===== src/rtl/sram_rr_arbiter.sv =====
// ---------------------------------------------------------------------------
// sram_rr_arbiter
//
// Two-client round-robin arbiter and access sequencer for a single-port
// 32x1024 SRAM macro with active-low, registered-input controls.
//
// Each cycle at most one valid/ready handshake is accepted. The accepted
// request is registered straight onto the macro port (issue stage). The macro
// samples it one edge later and performs the access on that cycle's falling
// edge (access stage). Read data is caught by a transparent-low latch and is
// handed back to the issuing client one edge after that (response stage).
//
// Ports
//   clk0                  clock; rising edge except the read-capture latch
//   reset                 asynchronous, active-high reset
//   pN_valid / pN_ready   request handshake (ready is combinational)
//   pN_we                 1 = write, 0 = read
//   pN_be                 active-high byte enables (writes only)
//   pN_addr / pN_wdata    word address and write data
//   pN_rvalid             one-cycle read-response pulse
//   pN_rdata              read data, held until the next response to port N
//   sram_csb0/web0        macro chip select / write enable, active low
//   sram_wmask0           macro byte mask, active low
//   sram_addr0/din0       macro address / write data
//   sram_dout0            macro read data (valid from falling edge of the
//                         access cycle until the next rising edge)
// ---------------------------------------------------------------------------
module sram_rr_arbiter #(
  parameter int ADDR_WIDTH = 10,
  parameter int DATA_WIDTH = 32,
  parameter int NUM_WMASKS = 4
) (
  input  logic                  clk0,
  input  logic                  reset,

  input  logic                  p0_valid,
  output logic                  p0_ready,
  input  logic                  p0_we,
  input  logic [NUM_WMASKS-1:0] p0_be,
  input  logic [ADDR_WIDTH-1:0] p0_addr,
  input  logic [DATA_WIDTH-1:0] p0_wdata,
  output logic                  p0_rvalid,
  output logic [DATA_WIDTH-1:0] p0_rdata,

  input  logic                  p1_valid,
  output logic                  p1_ready,
  input  logic                  p1_we,
  input  logic [NUM_WMASKS-1:0] p1_be,
  input  logic [ADDR_WIDTH-1:0] p1_addr,
  input  logic [DATA_WIDTH-1:0] p1_wdata,
  output logic                  p1_rvalid,
  output logic [DATA_WIDTH-1:0] p1_rdata,

  output logic                  sram_csb0,
  output logic                  sram_web0,
  output logic [NUM_WMASKS-1:0] sram_wmask0,
  output logic [ADDR_WIDTH-1:0] sram_addr0,
  output logic [DATA_WIDTH-1:0] sram_din0,
  input  logic [DATA_WIDTH-1:0] sram_dout0
);

  // Arbitration and selected request
  logic                  grant0_s;
  logic                  grant1_s;
  logic                  hs_s;
  logic                  sel_we_s;
  logic [NUM_WMASKS-1:0] sel_be_s;
  logic [ADDR_WIDTH-1:0] sel_addr_s;
  logic [DATA_WIDTH-1:0] sel_wdata_s;

  // Priority pointer: 0 = port 0 wins a tie, 1 = port 1 wins a tie
  logic                  ptr_q,         ptr_d;

  // Issue stage (these flops are the macro port)
  logic                  sram_csb0_q,   sram_csb0_d;
  logic                  sram_web0_q,   sram_web0_d;
  logic [NUM_WMASKS-1:0] sram_wmask0_q, sram_wmask0_d;
  logic [ADDR_WIDTH-1:0] sram_addr0_q,  sram_addr0_d;
  logic [DATA_WIDTH-1:0] sram_din0_q,   sram_din0_d;
  logic                  s1_rd_q,       s1_rd_d;
  logic                  s1_tag_q,      s1_tag_d;

  // Access stage
  logic                  s2_rd_q,       s2_rd_d;
  logic                  s2_tag_q,      s2_tag_d;

  // Response stage
  logic                  p0_rvalid_q,   p0_rvalid_d;
  logic                  p1_rvalid_q,   p1_rvalid_d;
  logic [DATA_WIDTH-1:0] p0_rdata_q,    p0_rdata_d;
  logic [DATA_WIDTH-1:0] p1_rdata_q,    p1_rdata_d;

  // Read-capture latch
  logic [DATA_WIDTH-1:0] cap_lat;

  // Grant: a lone requester always wins; on a tie the pointer decides.
  always_comb begin
    grant0_s = 1'b0;
    grant1_s = 1'b0;
    if (p0_valid && p1_valid) begin
      if (ptr_q) begin
        grant1_s = 1'b1;
      end else begin
        grant0_s = 1'b1;
      end
    end else if (p0_valid) begin
      grant0_s = 1'b1;
    end else if (p1_valid) begin
      grant1_s = 1'b1;
    end else begin
      grant0_s = 1'b0;
      grant1_s = 1'b0;
    end
  end

  assign hs_s     = grant0_s | grant1_s;
  assign p0_ready = grant0_s;
  assign p1_ready = grant1_s;

  // Request mux: port 1 fields only when port 1 holds the grant.
  always_comb begin
    if (grant1_s) begin
      sel_we_s    = p1_we;
      sel_be_s    = p1_be;
      sel_addr_s  = p1_addr;
      sel_wdata_s = p1_wdata;
    end else begin
      sel_we_s    = p0_we;
      sel_be_s    = p0_be;
      sel_addr_s  = p0_addr;
      sel_wdata_s = p0_wdata;
    end
  end

  // Next-state for pointer and issue stage.
  always_comb begin
    ptr_d         = ptr_q;
    sram_csb0_d   = 1'b1;
    sram_web0_d   = sram_web0_q;
    sram_wmask0_d = sram_wmask0_q;
    sram_addr0_d  = sram_addr0_q;
    sram_din0_d   = sram_din0_q;
    s1_rd_d       = 1'b0;
    s1_tag_d      = s1_tag_q;
    if (hs_s) begin
      // The loser of this handshake gets priority next time.
      ptr_d        = grant0_s;
      sram_csb0_d  = 1'b0;
      sram_web0_d  = ~sel_we_s;
      sram_addr0_d = sel_addr_s;
      s1_rd_d      = ~sel_we_s;
      s1_tag_d     = grant1_s;
      if (sel_we_s) begin
        // be=0 still issues; the all-ones mask makes it a no-op write.
        sram_wmask0_d = ~sel_be_s;
        sram_din0_d   = sel_wdata_s;
      end else begin
        sram_wmask0_d = {NUM_WMASKS{1'b1}};
        sram_din0_d   = sram_din0_q;
      end
    end else begin
      ptr_d       = ptr_q;
      sram_csb0_d = 1'b1;
    end
  end

  // Next-state for access and response stages.
  always_comb begin
    s2_rd_d     = s1_rd_q;
    s2_tag_d    = s1_tag_q;
    p0_rvalid_d = s2_rd_q & ~s2_tag_q;
    p1_rvalid_d = s2_rd_q &  s2_tag_q;
    p0_rdata_d  = p0_rdata_q;
    p1_rdata_d  = p1_rdata_q;
    if (p0_rvalid_d) begin
      p0_rdata_d = cap_lat;
    end else begin
      p0_rdata_d = p0_rdata_q;
    end
    if (p1_rvalid_d) begin
      p1_rdata_d = cap_lat;
    end else begin
      p1_rdata_d = p1_rdata_q;
    end
  end

  // Capture latch: open only in the low phase of a read access cycle, so it
  // closes on the rising edge before the macro invalidates its output.
  always_latch begin
    if (!clk0 && s2_rd_q) begin
      cap_lat = sram_dout0;
    end
  end

  // Pointer and issue-stage registers.
  always_ff @(posedge clk0 or posedge reset) begin
    if (reset) begin
      ptr_q         <= 1'b0;
      sram_csb0_q   <= 1'b1;
      sram_web0_q   <= 1'b1;
      sram_wmask0_q <= {NUM_WMASKS{1'b1}};
      sram_addr0_q  <= {ADDR_WIDTH{1'b0}};
      sram_din0_q   <= {DATA_WIDTH{1'b0}};
      s1_rd_q       <= 1'b0;
      s1_tag_q      <= 1'b0;
    end else begin
      ptr_q         <= ptr_d;
      sram_csb0_q   <= sram_csb0_d;
      sram_web0_q   <= sram_web0_d;
      sram_wmask0_q <= sram_wmask0_d;
      sram_addr0_q  <= sram_addr0_d;
      sram_din0_q   <= sram_din0_d;
      s1_rd_q       <= s1_rd_d;
      s1_tag_q      <= s1_tag_d;
    end
  end

  // Access-stage and response-stage registers.
  always_ff @(posedge clk0 or posedge reset) begin
    if (reset) begin
      s2_rd_q     <= 1'b0;
      s2_tag_q    <= 1'b0;
      p0_rvalid_q <= 1'b0;
      p1_rvalid_q <= 1'b0;
      p0_rdata_q  <= {DATA_WIDTH{1'b0}};
      p1_rdata_q  <= {DATA_WIDTH{1'b0}};
    end else begin
      s2_rd_q     <= s2_rd_d;
      s2_tag_q    <= s2_tag_d;
      p0_rvalid_q <= p0_rvalid_d;
      p1_rvalid_q <= p1_rvalid_d;
      p0_rdata_q  <= p0_rdata_d;
      p1_rdata_q  <= p1_rdata_d;
    end
  end

  assign sram_csb0   = sram_csb0_q;
  assign sram_web0   = sram_web0_q;
  assign sram_wmask0 = sram_wmask0_q;
  assign sram_addr0  = sram_addr0_q;
  assign sram_din0   = sram_din0_q;
  assign p0_rvalid   = p0_rvalid_q;
  assign p1_rvalid   = p1_rvalid_q;
  assign p0_rdata    = p0_rdata_q;
  assign p1_rdata    = p1_rdata_q;

endmodule

===== config.mk =====
export PLATFORM = sky130hd
export DESIGN_NAME = sram_rr_arbiter
export DESIGN_NICKNAME = d
export VERILOG_FILES = /design/src/rtl/sram_rr_arbiter.sv
export SDC_FILE = /design/constraint.sdc
export NUM_CORES = 1
export LEC_CHECK = 0
export CAP_MARGIN = 40
export CORE_UTILIZATION = 41
export CTS_CLUSTER_DIAMETER = 100
export DETAILED_ROUTE_END_ITERATION = 6
export PLACE_DENSITY_LB_ADDON = 0.08
export SYNTH_ARGS = -nofsm -noshare
export SYNTH_HDL_FRONTEND = slang
export SYNTH_SLANG_ARGS = --single-unit

===== constraint.sdc =====
create_clock -name clk0 -period 5.8 [get_ports clk0]
set_clock_uncertainty 0.2 [all_clocks]
set_input_delay 1.74 -clock clk0 [delete_from_list [all_inputs] [get_ports clk0]]
set_output_delay 1.74 -clock clk0 [all_outputs]
set_load 0.005 [all_outputs]

**Word level (Yosys, flattened, before mapping)**

Cells that the tools add are included.

- Latch bits: 32
- Output and inout port bits: 116
- Register bits: 119

- Mux-type cells: 16
- Bitwise logic cells: 6
- Reductions and logical operators: 4

Operators with widths:

| cell | number |
|---|---|
| 32-bit two-way mux | 3 |
| 1-bit two-way mux | 10 |
| 10-bit two-way mux | 1 |
| 4-bit two-way mux | 2 |
| 4-bit NOT | 1 |
| 1-bit bitwise AND | 2 |
| 1-bit logical AND | 2 |
| 1-bit NOT | 2 |
| 2-bit AND reduction | 1 |
| 1-bit zero test | 1 |
| 1-bit bitwise OR | 1 |

**Depth between registers and ports, before layout**

Gate-level depths: netlist (run 1).

- Depth after elaboration: 6
- Depth in mapped cells: 8
- Mapped depth without buffers: 6

==> impl_metrics.ini, run 1 <==
[critical_path]
path_common_cell = clkdlybuf4s50_1
r2r-end = p0_rdata[29]
critical_path_required_ns = 3.86
worst_setup_path_start_kind = input pin
slowest_delay_ns = 0.63
cp_slowest_cell = clkdlybuf4s50_1
r2r_slack_ns = 1.76
r2r_cells = 1
cp_max_fo = 10
path_class = input pin to output pin
crit_chain = clkdlybuf4s50_1 -> nand2_1 -> nand2_2 -> inv_2 -> clkdlybuf4s50_1
worstSetupEndpointType = output pin
timing.rr.start = cap_lat[29]
crit_arrival_ns = 3.23

[hold_path]
hold_path_end = s2_rd_q
holdCritPathClass = register to register
whs_path_depth = 0
hold_start = s1_rd_q

[layout]
mostFrequentLayoutCells = clkdlybuf4s50_1 (245), dfrtp_1 (113), mux2_2 (65)
layout_commonest_cell = clkdlybuf4s50_1
drive_above_1_share = 0.1802
antenna_cells = 0
fillers = 907
fin_area_um2 = 8706
multiInputGateArea_um2 = 1655
nets = 780
seqCellArea_um2 = 3466
area_growth_pct = 66.50

[drt]
drtAntennaViolNets = 0
routed_wl_mm = 13.74
drtIter0Drc = 116
vias_per_cell = 4.790
wl_per_cell_um = 16.48
dr.pass1.iters = 4
vias = 3995
drt_drc_violations_left = 0

[cts]
path_clk_slew_ns = 0.05
cts_tree = done
clk_latency_ns = 0.77
cts_setup_buffers = 0
hold_buffers = 0
cts_resized = 0

[die]
ios = 246
core_um2 = 12210
initial_utilization = 0.4282
die_h_um = 114.9
dieWidth_um = 114.9
placement_rows = 40
die_area_um2 = 13210

[placement]
postPlaceCellArea_um2 = 7898
io_buffer_count = 245
hpwlAfterDp_mm = 9.908
dp_slack_ns = 0.4812
place_congestion = 0.7576

[logic_synthesis]
yosysWarningCount = 0
synth_xor_area_frac = 0
synth_top_area_cell = dfrtp_1
syn_area_um2 = 5229
syn-num-nets = 522
syn_area_per_cell_um2 = 13.34
synth_top_family_by_area = multiplexers
async_flop_share = 0.7881
yosys.area_share.simple = 0.04547
synthFlopType = dfrtp_1
ys_seq_elements = 151
muxShareOfSynthArea = 0.2089
post_synth_num_cell_types = 25
synth_top_area_share = 0.5408
synth_area_leaders = dfrtp_1 (54%), mux2_2 (14%), dlxtp_1 (9.2%), mux2i_1 (6.9%), dfstp_2 (3.0%)
synth-edff-count = 0
synthAdderAreaFrac = 0
syn_inst = 392
synth-compound-area-share = 0.05815

[global_routing]
first_global_vias = 4300
antenna_found_initial = 0
track_usage = 0.2220
overflow = 0
grt_max_degree = 70
grt_pass1_wl_mm = 21.67

[timing]
rsz0062_at_grt = false
period_minus_slack_ns = 5.169
tightestPinTransition_ns = 0.7017
slew_headroom = 0.5322
setup_ws_ns = 0.6309
finalSetupTns_ns = 0
fmax_ghz = 0.1935
hold_violations = 0
setup_viol = 0
fin_crit_sh = 0.8912
maxSlewViolCount = 0

[power_and_ir_drop]
ir_drop_v = 0.0001765
p_per_area_nw_per_um2 = 379.2
finalPower_mw = 3.302
power.leakage_nw = 3.814

[status]
status = finished clean

[job]
cap_viol_max_count = 0
-- cell families (layout without fill, tap and decap cells) --
group,count (synthesis),count (layout)
and+or+nand+nor,60,60
buffers and inverters,28,302
muxes,101,101
AOI/OAI and AO/OA,52,52
DFF,119,119
latches,32,32
-- worst max path at each step --
| stage | startpoint | endpoint | slack [ns] | depth (start not counted) |
|---|---|---|---|---|
| floorplan | reset | p0_rdata[0] | 0.71 | 1 |
| global placement | sram_dout0[27] | cap_lat[27] | 0.51 | 1 |
| detailed placement | sram_dout0[0] | cap_lat[0] | 0.48 | 1 |
| CTS | p1_valid | p0_ready | 0.63 | 5 |
| global route | p1_valid | p0_ready | 0.59 | 5 |
| finish | p1_valid | p0_ready | 0.63 | 5 |
-- routing by layer --
metal  wire length, µm  GRT usage  up-vias  share of wire
li1                  -          -     1873              -
met2              7067     0.3807      174           0.51
met1              5100     0.2304     1936           0.37
met3              1419     0.1165       12           0.10
met5                 0          0        -              0
met4               157    0.08398        0          0.011
-- synthesized netlist by cell type, types with 3 or more instances --
| cell | number |
|---|---|
| mux2i_1 | 36 |
| nand2_1 | 35 |
| nor2_1 | 20 |
| dlxtp_1 | 32 |
| buf_2 | 13 |
| o21ai_1 | 26 |
| dfstp_2 | 6 |
| o22ai_1 | 10 |
| o22a_1 | 4 |
| clkbuf_1 | 3 |
| mux2_2 | 65 |
| dfrtp_1 | 113 |
| buf_1 | 3 |
| inv_1 | 6 |
| o21ai_0 | 8 |
-- stage by stage --
step	utilization	cells	hold slack, ns
floorplan	-	392	0.1312
global placement	0.6428	789	0.1407
detailed placement	0.6467	791	0.1504
CTS	0.7129	834	0.1619
global route	0.7129	834	0.1692
finish	0.7129	834	0.1588
-- registers in the layout, summed over array words and instances (netlist names) --
register,count
cap_lat,32
p0_rdata,32
p0_rvalid,1
p1_rdata,32
p1_rvalid,1
ptr_q,1
s1_rd_q,1
s1_tag_q,1
s2_rd_q,1
s2_tag_q,1
sram_addr0,10
sram_csb0,1
sram_din0,32
sram_web0,1
sram_wmask0,4
-- worst max-delay path, delay by kind of cell --
family / cells / cell delay (ns)
buf+inv: 3 / 1.18
simple gates: 2 / 0.30
-- power by group --
part	leakage [nW]	total (mW)	switching, mW	internal, mW
logic	1.76	0.801	0.265	0.536
clock network	0.390	1.29	0.413	0.877
registers	1.66	1.21	0.106	1.10
-- area by class of cell --
cell class,count,area share
flip-flops and latches,151,0.3981
repair buffers,252,0.2915
multi-input cells,213,0.1901
clock buffers,32,0.07488
well taps,168,0.02414
clock inverters,11,0.01796
inverters,7,0.003306
No activity file was read; power rests on OpenSTA's default activity.
==> run 2, diff against run 1 <==
--- a/config.mk
+++ b/config.mk
@@ -6,9 +6,11 @@
 export NUM_CORES = 1
 export LEC_CHECK = 0
 export CAP_MARGIN = 40
-export CORE_UTILIZATION = 41
+export CORE_MARGIN = 1.5
+export CORE_UTILIZATION = 50
 export CTS_CLUSTER_DIAMETER = 100
 export DETAILED_ROUTE_END_ITERATION = 6
+export DONT_BUFFER_PORTS = 1
 export PLACE_DENSITY_LB_ADDON = 0.08
 export SYNTH_ARGS = -nofsm -noshare
 export SYNTH_HDL_FRONTEND = slang
==> run 2 against run 1 <==
Compared with the run above: worst hold slack better by 0.0043 ns; global-route usage fell by 1.4 points; clock power is 9% lower; setup slack better by 1.0 ns; non-clock buffer count down 246; critical endpoint is now cap_lat[2]; largest power group is now registers.
==> impl_metrics.ini, run 2 (synthesis gave the netlist of run 1 again) <==
[critical_path]
worst_setup_path_start_kind = input pin
r2r-end = p0_rdata[25]
path_class = input pin to latch
timing.rr.start = cap_lat[25]
cp.depth = 0
cp_max_fo = 1
crit_arrival_ns = 1.74
critical_path_required_ns = 3.38
r2r_slack_ns = 1.92
r2r_cells = 1
crit_end = cap_lat[2]
worstSetupEndpointType = latch
worstSetupStartpoint = sram_dout0[2]

[die]
dieWidth_um = 105.3
initial_utilization = 0.5111
die_area_um2 = 11080
die_h_um = 105.3
ios = 246
core_um2 = 10230
placement_rows = 37

[layout]
seqCellArea_um2 = 3466
final_cells = 555
mostFrequentLayoutCells = dfrtp_1 (113), mux2_2 (65), mux2i_1 (36)
final_core_util = 0.5988
multiInputGateArea_um2 = 1655
nets = 534
drive_above_1_share = 0.2912
area_growth_pct = 17.16
layout_commonest_cell = dfrtp_1
fillers = 821
antenna_cells = 0

[power_and_ir_drop]
p_per_area_nw_per_um2 = 448.3
power.leakage_nw = 2.819
finalPower_mw = 2.746
ir_drop_v = 0.0001951

[timing]
slew_headroom = 0.3554
tightestPinTransition_ns = 0.9669
finalSetupTns_ns = 0
hold_violations = 0
rsz0062_at_grt = false
fin_hold_ws_ns = 0.1631
maxSlewViolCount = 0
setup_viol = 0

[placement]
hpwlAfterDp_mm = 7.623
place_inst = 513
place_congestion = 0.8005
io_buffer_count = 0

[drt]
drt_drc_violations_left = 0
vias_per_cell = 5.532
wl_per_cell_um = 19.61
drtIter0Drc = 83
drtAntennaViolNets = 0
dr.pass1.iters = 4
routed_wl_mm = 10.89
vias = 3070

[global_routing]
grt_pass1_wl_mm = 17.29
track_usage = 0.2080
overflow = 0
grt_max_degree = 61
first_global_vias = 3258
antenna_found_initial = 0

[cts]
path_clk_slew_ns = 0.06
cts_setup_buffers = 0
cts_resized = 0
cts_tree = done
hold_buffers = 0
clk_latency_ns = 0.68

[hold_path]
holdCritPathClass = register to register

[job]
cap_viol_max_count = 0

[status]
status = finished clean
-- run 2: changes by cell type in the layout (fill, tap and decap cells not counted) --
cell	delta
buf_12	-1
buf_16	+1
buf_4	-1
clkbuf_1	-3
clkbuf_16	-9
clkbuf_8	+9
clkdlybuf4s50_1	-245
clkinv_1	-1
clkinv_2	-1
clkinv_4	+2
clkinvlp_4	+1
inv_6	+1
-- run 2: how the worst min path moves through the flow --
stage	depth (start not counted)	start	to	slack, ns
floorplan	0	s1_rd_q	s2_rd_q	0.13
global placement	0	s1_rd_q	s2_rd_q	0.14
detailed placement	0	s1_rd_q	s2_rd_q	0.15
CTS	0	s1_rd_q	s2_rd_q	0.17
global route	0	s1_rd_q	s2_rd_q	0.17
finish	0	s1_rd_q	s2_rd_q	0.16
-- run 2: per-stage QoR --
step	setup WS [ns]	cell area [µm²]
floorplan	0.7125	5229
global placement	0.9600	5350
detailed placement	0.9599	5405
CTS	1.664	6126
global route	1.699	6126
finish	1.641	6126
-- run 2: metal layers --
metal / part of all wire / GRT usage
met3: 0.11 / 0.1218
met5: 0 / 0
met1: 0.36 / 0.2211
met4: 0.025 / 0.09198
met2: 0.50 / 0.3343
-- run 2: power by group --
group / switching [mW] / leakage [nW] / total [mW] / internal [mW]
Clock: 0.404 / 0.351 / 1.18 / 0.780
Sequential: 0.168 / 1.66 / 1.27 / 1.11
Combinational: 0.128 / 0.809 / 0.287 / 0.159
-- run 2: final cells by class --
cell class              count  share of cell area
clock buffers              29             0.08803
clock inverters            13             0.02962
inverters                   7            0.004698
multi-input cells         213              0.2702
flip-flops and latches    151              0.5658
well taps                 136             0.02778
repair buffers              6             0.01389
==> run 3, diff against run 2 <==
==> constraint.sdc (replaced) <==
create_clock -name clk0 -period 4.2 [get_ports clk0]
set_clock_uncertainty 0.2 [all_clocks]
set_input_delay 1.26 -clock clk0 [delete_from_list [all_inputs] [get_ports clk0]]
set_output_delay 1.26 -clock clk0 [all_outputs]
set_load 0.005 [all_outputs]
==> run 3 against run 2 <==
Compared with the run above: setup slack lost 0.52 ns; cell area grew 0.53%; sequential power grew 39%; power grew 41%; register-to-register slack lost 0.78 ns; combinational power grew 39%; via count shrank 1.2%; sequential share of layout area shrank 0.30 points; die area is the same; global-route usage grew 0.62 points; critical path type is now register to clock gate.
==> impl_metrics.ini, run 3 (synthesis gave the netlist of run 1 again) <==
[cts]
path_clk_slew_ns = 0.06
hold_buffers = 0
cts_resized = 0
cts_setup_buffers = 0
cts_tree = done
clk_latency_ns = 0.69

[timing]
rsz0062_at_grt = false
fin_hold_ws_ns = 0.1570
tightestPinTransition_ns = 0.6864
fmax_ghz = 0.3245
finalSetupTns_ns = 0
maxSlewViolCount = 0
setup_viol = 0
hold_violations = 0
slew_headroom = 0.5424
fin_crit_sh = 0.7338
period_minus_slack_ns = 3.082

[die]
dieWidth_um = 105.3
core_um2 = 10230
ios = 246
die_h_um = 105.3
initial_utilization = 0.5111
placement_rows = 37
die_area_um2 = 11080

[power_and_ir_drop]
p_per_area_nw_per_um2 = 629.0
ir_drop_v = 0.0003261
power.leakage_nw = 2.822

[drt]
routed_wl_mm = 11.31
wl_per_cell_um = 20.42
vias_per_cell = 5.477
dr.pass1.iters = 4
dr_wl_met3_mm = 1.149
wl_met1_mm = 4.254
highest_layer = met4
drtIter0Drc = 103
vias = 3034
drtAntennaViolNets = 0
wl_met2_mm = 5.582
drt_drc_violations_left = 0

[critical_path]
cp_max_fo = 3
crit_arrival_ns = 1.01
critical_path_required_ns = 2.13
worstSetupEndpointType = clock gate
path_class = register to clock gate
worst_setup_path_start_kind = register

[layout]
fillers = 815
area_growth_pct = 17.78
seqCellArea_um2 = 3466
nets = 533
mostFrequentLayoutCells = dfrtp_1 (113), mux2_2 (65), mux2i_1 (36)
multiInputGateArea_um2 = 1655
layout_commonest_cell = dfrtp_1
antenna_cells = 0
drive_above_1_share = 0.2943

[global_routing]
track_usage = 0.2143
antenna_found_initial = 0
grt_pass1_wl_mm = 17.73
first_global_vias = 3227
overflow = 0
grt_max_degree = 120

[placement]
place_congestion = 0.8242
io_buffer_count = 0
hpwlAfterDp_mm = 7.576

[job]
cap_viol_max_count = 0

[status]
status = finished clean

[hold_path]
holdCritPathClass = register to register
-- run 3: through the flow --
step	utilization	instance area (µm²)	setup slack [ns]	power [mW]	cells
5_1_grt	0.6019	6158	1.054	4.053	554
3_3_place_gp	0.5255	5376	0.6400	2.189	511
3_5_place_dp	0.5282	5404	0.6399	2.218	512
2_1_floorplan	-	5233	0.6400	2.062	392
6_report	0.6019	6158	1.118	3.874	554
4_1_cts	0.6019	6158	1.102	3.925	554
-- run 3: where the power goes --
part / total [mW] / internal (mW) / leakage (nW) / switching (mW)
Combinational: 0.400 / 0.221 / 0.801 / 0.179
Clock: 1.71 / 1.11 / 0.362 / 0.595
Sequential: 1.76 / 1.53 / 1.66 / 0.236
Total: 3.87 / 2.86 / 2.82 / 1.01
-- run 3: area by class of cell --
| cell class | count | share of cell area |
|---|---|---|
| Clock inverter | 15 | 0.03291 |
| Sequential cell | 151 | 0.5628 |
| Tap cell | 136 | 0.02763 |
| Clock buffer | 27 | 0.08960 |
| Inverter | 7 | 0.004876 |
| Multi-Input combinational cell | 213 | 0.2688 |
| Timing Repair Buffer | 5 | 0.01341 |
-- run 3: final timing paths --
check                      slack, ns            end  cells after the start        from
setup / recovery                1.12     clock gate                      0     s2_rd_q
hold / removal                  0.16        s2_rd_q                      0     s1_rd_q
setup reg to reg                1.14    p0_rdata[9]                      1  cap_lat[9]
hold reg to reg                 0.16        s2_rd_q                      0     s1_rd_q
max in group clk0               1.12       p1_ready                      3    p0_valid
max in group asynchronous       2.85  sram_din0[26]                      2       reset
min in group asynchronous       0.52  sram_addr0[0]                      2       reset
min in group gated              4.79     clock gate                      0     s2_rd_q
-- run 3: per-layer routing --
layer | track usage | vias to the layer above
li1 | - | 1373
met1 | 0.2386 | 1475
met2 | 0.3389 | 162
met3 | 0.1058 | 24
met4 | 0.1115 | 0
met5 | 0 | -
